==> src/rtl/piso_tx_4b_pkg.sv <==
// Shared types and constants for the 4-bit PISO transmitter.
// PISO_TX_4B_PARITY_EN adds a fifth, even-parity beat after data bit 3.
package piso_tx_4b_pkg;

    typedef enum logic {
        IDLE  = 1'b0,
        SHIFT = 1'b1
    } state_e;

    localparam int unsigned NDATA = 4;
`ifdef PISO_TX_4B_PARITY_EN
    localparam int unsigned NBEATS = 5;
`else
    localparam int unsigned NBEATS = 4;
`endif

    // Wide enough to hold the parity beat index (4).
    localparam int unsigned CNT_W = 3;

    localparam logic [CNT_W-1:0] LAST_IDX = CNT_W'(NBEATS - 1);
    localparam logic [CNT_W-1:0] PAR_IDX  = CNT_W'(NDATA);

endpackage

==> src/rtl/beat_counter.sv <==
// Beat index counter for the PISO transmitter; clear wins over increment.
module beat_counter
    import piso_tx_4b_pkg::*;
(
    input  logic             clk,
    input  logic             reset,
    input  logic             clear,
    input  logic             incr,
    output logic [CNT_W-1:0] count
);

    logic [CNT_W-1:0] count_q;
    logic [CNT_W-1:0] count_d;

    // Next count: restart on clear, step on a transferred beat.
    always_comb begin
        count_d = count_q;
        if (clear) begin
            count_d = '0;
        end else if (incr) begin
            count_d = count_q + {{(CNT_W-1){1'b0}}, 1'b1};
        end
    end

    // Count register with synchronous reset.
    always_ff @(posedge clk) begin
        if (reset) begin
            count_q <= '0;
        end else begin
            count_q <= count_d;
        end
    end

    assign count = count_q;

endmodule

==> src/rtl/piso_tx_4b.sv <==
// 4-bit parallel-in serial-out transmitter, LSB first, valid/ready on both sides.
// PISO_TX_4B_PARITY_EN appends an even-parity beat after data bit 3.
module piso_tx_4b
    import piso_tx_4b_pkg::*;
(
    input  logic             clk,
    input  logic             reset,
    input  logic             in_val,
    output logic             in_rdy,
    input  logic [NDATA-1:0] in_data,
    output logic             tx_val,
    input  logic             tx_rdy,
    output logic             tx_bit,
    output logic             tx_last
);

    state_e           state_q, state_d;
    logic [NDATA-1:0] shreg_q, shreg_d;
    logic [CNT_W-1:0] cnt;
    logic             cnt_clear;
    logic             cnt_incr;
    logic             accept;
    logic             xfer;
    logic             data_bit;

`ifdef PISO_TX_4B_PARITY_EN
    logic parity_q, parity_d;
    assign data_bit = (cnt == PAR_IDX) ? parity_q : shreg_q[0];
`else
    assign data_bit = shreg_q[0];
`endif

    // Handshake outputs; in_rdy reopens on the final beat so words chain without a bubble.
    always_comb begin
        in_rdy  = 1'b1;
        tx_val  = 1'b0;
        tx_bit  = 1'b0;
        tx_last = 1'b0;
        if (state_q == SHIFT) begin
            tx_val  = 1'b1;
            tx_bit  = data_bit;
            tx_last = (cnt == LAST_IDX);
            in_rdy  = tx_last && tx_rdy;
        end
    end

    assign accept = in_val && in_rdy;
    assign xfer   = tx_val && tx_rdy;

    // Next-state: load on accept, otherwise shift out one bit per transferred beat.
    always_comb begin
        state_d   = state_q;
        shreg_d   = shreg_q;
        cnt_clear = 1'b0;
        cnt_incr  = 1'b0;
`ifdef PISO_TX_4B_PARITY_EN
        parity_d  = parity_q;
`endif
        if (accept) begin
            shreg_d   = in_data;
            cnt_clear = 1'b1;
            state_d   = SHIFT;
`ifdef PISO_TX_4B_PARITY_EN
            parity_d  = ^in_data;
`endif
        end else if (xfer) begin
            shreg_d  = {1'b0, shreg_q[NDATA-1:1]};
            cnt_incr = 1'b1;
            if (tx_last) begin
                state_d = IDLE;
            end
        end
    end

    // State registers; reset discards any partially sent word.
    always_ff @(posedge clk) begin
        if (reset) begin
            state_q  <= IDLE;
            shreg_q  <= '0;
`ifdef PISO_TX_4B_PARITY_EN
            parity_q <= 1'b0;
`endif
        end else begin
            state_q  <= state_d;
            shreg_q  <= shreg_d;
`ifdef PISO_TX_4B_PARITY_EN
            parity_q <= parity_d;
`endif
        end
    end

    beat_counter u_beat_counter (
        .clk   (clk),
        .reset (reset),
        .clear (cnt_clear),
        .incr  (cnt_incr),
        .count (cnt)
    );

endmodule

==> config.mk <==
export PLATFORM = sky130hd
export DESIGN_NAME = piso_tx_4b
export DESIGN_NICKNAME = d
export VERILOG_FILES = /design/src/rtl/piso_tx_4b_pkg.sv /design/src/rtl/beat_counter.sv /design/src/rtl/piso_tx_4b.sv
export SDC_FILE = /design/constraint.sdc
export NUM_CORES = 1
export LEC_CHECK = 0
export CORE_AREA = 4 4 41 43
export CTS_CLUSTER_DIAMETER = 80
export CTS_CLUSTER_SIZE = 20
export DETAILED_ROUTE_END_ITERATION = 16
export DIE_AREA = 0 0 45 47
export PLACE_DENSITY = 0.68
export SLEW_MARGIN = 0
export SYNTH_ARGS = -nofsm -noshare
export SYNTH_HDL_FRONTEND = slang
export SYNTH_HIERARCHICAL = 1
export SYNTH_SLANG_ARGS = --single-unit
==> constraint.sdc <==
create_clock -name clk -period 2.7 [get_ports clk]
set_input_delay 0.54 -clock clk [delete_from_list [all_inputs] [get_ports clk]]
set_output_delay 0.54 -clock clk [all_outputs]
set_load 0.02 [all_outputs]
==> run summary <==
=====================================================================================
Outcome                                                                     completed
Sw Pwr                                                                        67.0 uW
Worst clock skew on the final layout                                       0.00979 ns
Final Critical Period                                                         2.47 ns
First-pass GRT wire length                                                    1.55 mm
Routed vias                                                                       361
Final weighted congestion in routability-driven placement                       0.762
End of the critical path                                                       in_rdy
Number of instances on the worst hold path                                          2
Final Net Count                                                                    70
Leakage power total                                                       0.000276 uW
Worst hold path startpoint                                                 shreg_q[3]
Per-instance average area after synthesis                                   9.36 um^2
Total placed instance area                                                   552 um^2
Net switching share of the total power                                          25.0%
Clock Sink Count                                                                    8
Core area                                                                   1300 um^2
Maximum clock frequency                                                     0.405 GHz
Worst hold path type                                                     flip-flop to flip-flop
First element of the critical path                                             tx_rdy
Cell-internal power                                                            201 uW
Estimated wirelength of the detail-placed design                               706 um
Ratio of total power to cell area                                         467 nW/um^2
Unrepaired setup endpoints after global routing                                    no
Residual antenna-violating net count after detailed routing                         0
Chip Width                                                                      45 um
Peak per-stage delay on the critical path                                     0.60 ns
Proportion of layout cells with a drive suffix above 1                          11.9%
Fraction of synthesized cell area taken by the top area cell type               37.2%
CP Data Required Time                                                         2.16 ns
WL per Instance                                                               12.0 um
Worst skew pair latency                                                       0.26 ns
Count of input and output buffers                                                  11
Top fanout value on the critical path                                               6
Dominant cells by area after synthesis                                   sky130_fd_sc_hd__dfxtp_1 37%, sky130_fd_sc_hd__mux2i_1 9.3%, sky130_fd_sc_hd__a21oi_1 7.0%
Level count of the clock H-tree                                                     1
Cell Rows                                                                          13
Critical register-to-register path startpoint                                 state_q
Critical path start-end classification                                   input pin to output port
TritonCTS buffer count                                                              3
Count of endpoints failing setup in the final report                                0
Cell mode on critical path                                               sky130_fd_sc_hd__clkdlybuf4s50_1
Critical Path Start Type                                                    input pin
Net count after synthesis                                                          55
Slowest-stage cell, CP                                                   sky130_fd_sc_hd__clkdlybuf4s50_1
Detailed-route wire length                                                     891 um
Maximum number of pins on one net before global-route repair                       12
First-pass iteration count of the detailed router                                   2
Layout-stage area growth over the synthesis result                              33.4%
Peak VDD IR                                                                  0.328 mV
Clock-pin slew of the registers on the worst-case setup and hold paths        0.05 ns
Syn. warnings                                                                       6
Combined global-route utilization of all metal layers                           11.3%
Number of max-slew violations in the final report                                   0
Number of buffers inserted for hold repair after clock tree synthesis               0
Mapped Cells                                                                       46
Tightest slew margin relative to the limit                                      76.7%
Netlist cell types                                                                 21
Combinational fraction of design power                                          16.9%
DRC violations left                                                                 0
WP data arrival                                                               1.93 ns
Clock network power share                                                       34.4%
Post-CTS Setup Bufs                                                                 0
GR Util met3                                                                    7.28%
Slew at the pin closest to its max-slew limit                                0.348 ns
Per-cell via count in the routed design                                          4.88
CTS Root Buffer Type                                                     sky130_fd_sc_hd__clkbuf_4
MaxCap Viol Count                                                                   0
Ports placed on the boundary                                                       12
Part of the Yosys area used for sequential elements                             37.2%
Dominant cell type by area after synthesis                               sky130_fd_sc_hd__dfxtp_1
Most used routing layer                                                          met2
Overall die area                                                            2120 um^2
End of the worst register-to-register path                               u_beat_counter/count[1]
Ratio of final minimum period to clock period                                   91.4%
Global routing usage on met2                                                    15.5%
Hold violation total from the final report                                          0
Effective utilization at floorplan                                              33.1%
Antenna cells                                                                       0
Violation count after the first detailed-routing iteration                          1
Crit-path cells                                                          clkdlybuf4s50_1 > nand4b_4 > nand2_1 > clkdlybuf4s50_1
Met1 GRT Util                                                                   11.5%
TritonCTS clock tree                                                             done
Die span in y                                                                   47 um
Count of state elements after synthesis                                             8
Worst R2R Setup Slack                                                         1.24 ns
Share of total power in sequential cells                                        48.8%
Vias in the first global route                                                    356
Overflow left after global routing                                                  0
Number of cells on the worst reg-to-reg path                                        4
Critical Path Sink Type                                                   output port
Final TNS setup                                                                  0 ns
Final instance area                                                          574 um^2
Count of instances resized after the clock tree is built                            0
Initial antenna violation count                                                     0
Maximum buffer depth of the clock tree                                              2
Mapped cell area                                                             430 um^2
=====================================================================================
-- cells in the mapped netlist --
library cell,instances
sky130_fd_sc_hd__nand4b_4,1
sky130_fd_sc_hd__nand3b_1,1
sky130_fd_sc_hd__dfxtp_1,8
sky130_fd_sc_hd__buf_4,1
sky130_fd_sc_hd__mux2i_1,4
sky130_fd_sc_hd__inv_1,2
sky130_fd_sc_hd__nand2_1,3
sky130_fd_sc_hd__nand2b_1,3
sky130_fd_sc_hd__inv_2,1
sky130_fd_sc_hd__a32o_1,1
sky130_fd_sc_hd__nor2_1,4
sky130_fd_sc_hd__a211oi_1,3
sky130_fd_sc_hd__xnor2_1,1
sky130_fd_sc_hd__a21oi_1,6
sky130_fd_sc_hd__nor3_1,1
sky130_fd_sc_hd__a21boi_0,1
sky130_fd_sc_hd__a21bo_4,1
sky130_fd_sc_hd__and2_1,1
sky130_fd_sc_hd__ha_1,1
sky130_fd_sc_hd__or2_1,1
sky130_fd_sc_hd__a21bo_2,1
-- cell families (layout without fill, tap and decap cells) --
family                     Yosys count  after routing  synth area share, %
AOI/OAI and AO/OA                   13             13                 22.4
xor gates and xnor gates             1              1                 2.04
adders and majority gates            1              1                 2.91
buffers and inverters                4             17                 4.36
DFF                                  8              8                 37.2
muxes                                4              4                 9.30
and+or+nand+nor                     15             15                 21.8
-- power by group through the flow --
stage | sequential (uW) | clock (uW) | combinational, uW
floorplan | 131 | 0 | 26.2
global placement | 133 | 0 | 45.0
detailed placement | 133 | 0 | 45.4
CTS | 131 | 96.8 | 45.5
global route | 132 | 106 | 50.1
finish | 131 | 92.2 | 45.2
-- area by class of cell --
cell class	count	area, um^2
sequential	8	160
timing repair buffer	11	110
fill	144	727
inverter	3	11.3
multi-input combinational	34	251
tap	15	18.8
clock buffer	3	22.5
-- flip-flops by register name, indices dropped and copies added (netlist names) --
signal	flops
shreg_q	4
state_q	1
u_beat_counter/count	3
-- critical path, delay by kind of cell --
| kind | cells | cell delay (ns) |
|---|---|---|
| buf+inv | 2 | 1.14 |
| simple gates | 2 | 0.26 |
-- routing by layer --
layer  wire length [um]  vias up
met2                399       10
met4                 25        0
li1                   -      190
met1                404      157
met5                  0        -
met3                 62        4
-- layout by cell type, fill, tap and decap left out, drive strengths merged, types with 2 or more instances in the layout --
cell / Yosys / routed
clkdlybuf4s50: 0 / 11
a211oi: 3 / 3
a21bo: 2 / 2
dfxtp: 8 / 8
mux2i: 4 / 4
inv: 3 / 3
clkbuf: 0 / 3
nand2: 3 / 3
nor2: 4 / 4
nand2b: 3 / 3
a21oi: 6 / 6
-- how the worst min path moves through the flow --
stage,to
2_1_floorplan,shreg_q[2]
3_5_place_dp,shreg_q[1]
5_1_grt,u_beat_counter/count[1]
3_3_place_gp,shreg_q[1]
6_report,shreg_q[2]
4_1_cts,shreg_q[1]
-- stage by stage --
step	std cells	worst slack, ns	utilization (%)	total power [uW]	hold WS (ns)
floorplan	46	0.990	-	157	0.516
global placement	71	0.231	42.4	178	0.540
detailed placement	71	0.217	42.4	179	0.552
CTS	74	0.218	44.1	273	0.546
global route	74	0.167	44.1	288	0.603
finish	74	0.232	44.1	268	0.553
Power figures use the tool's default switching activity.
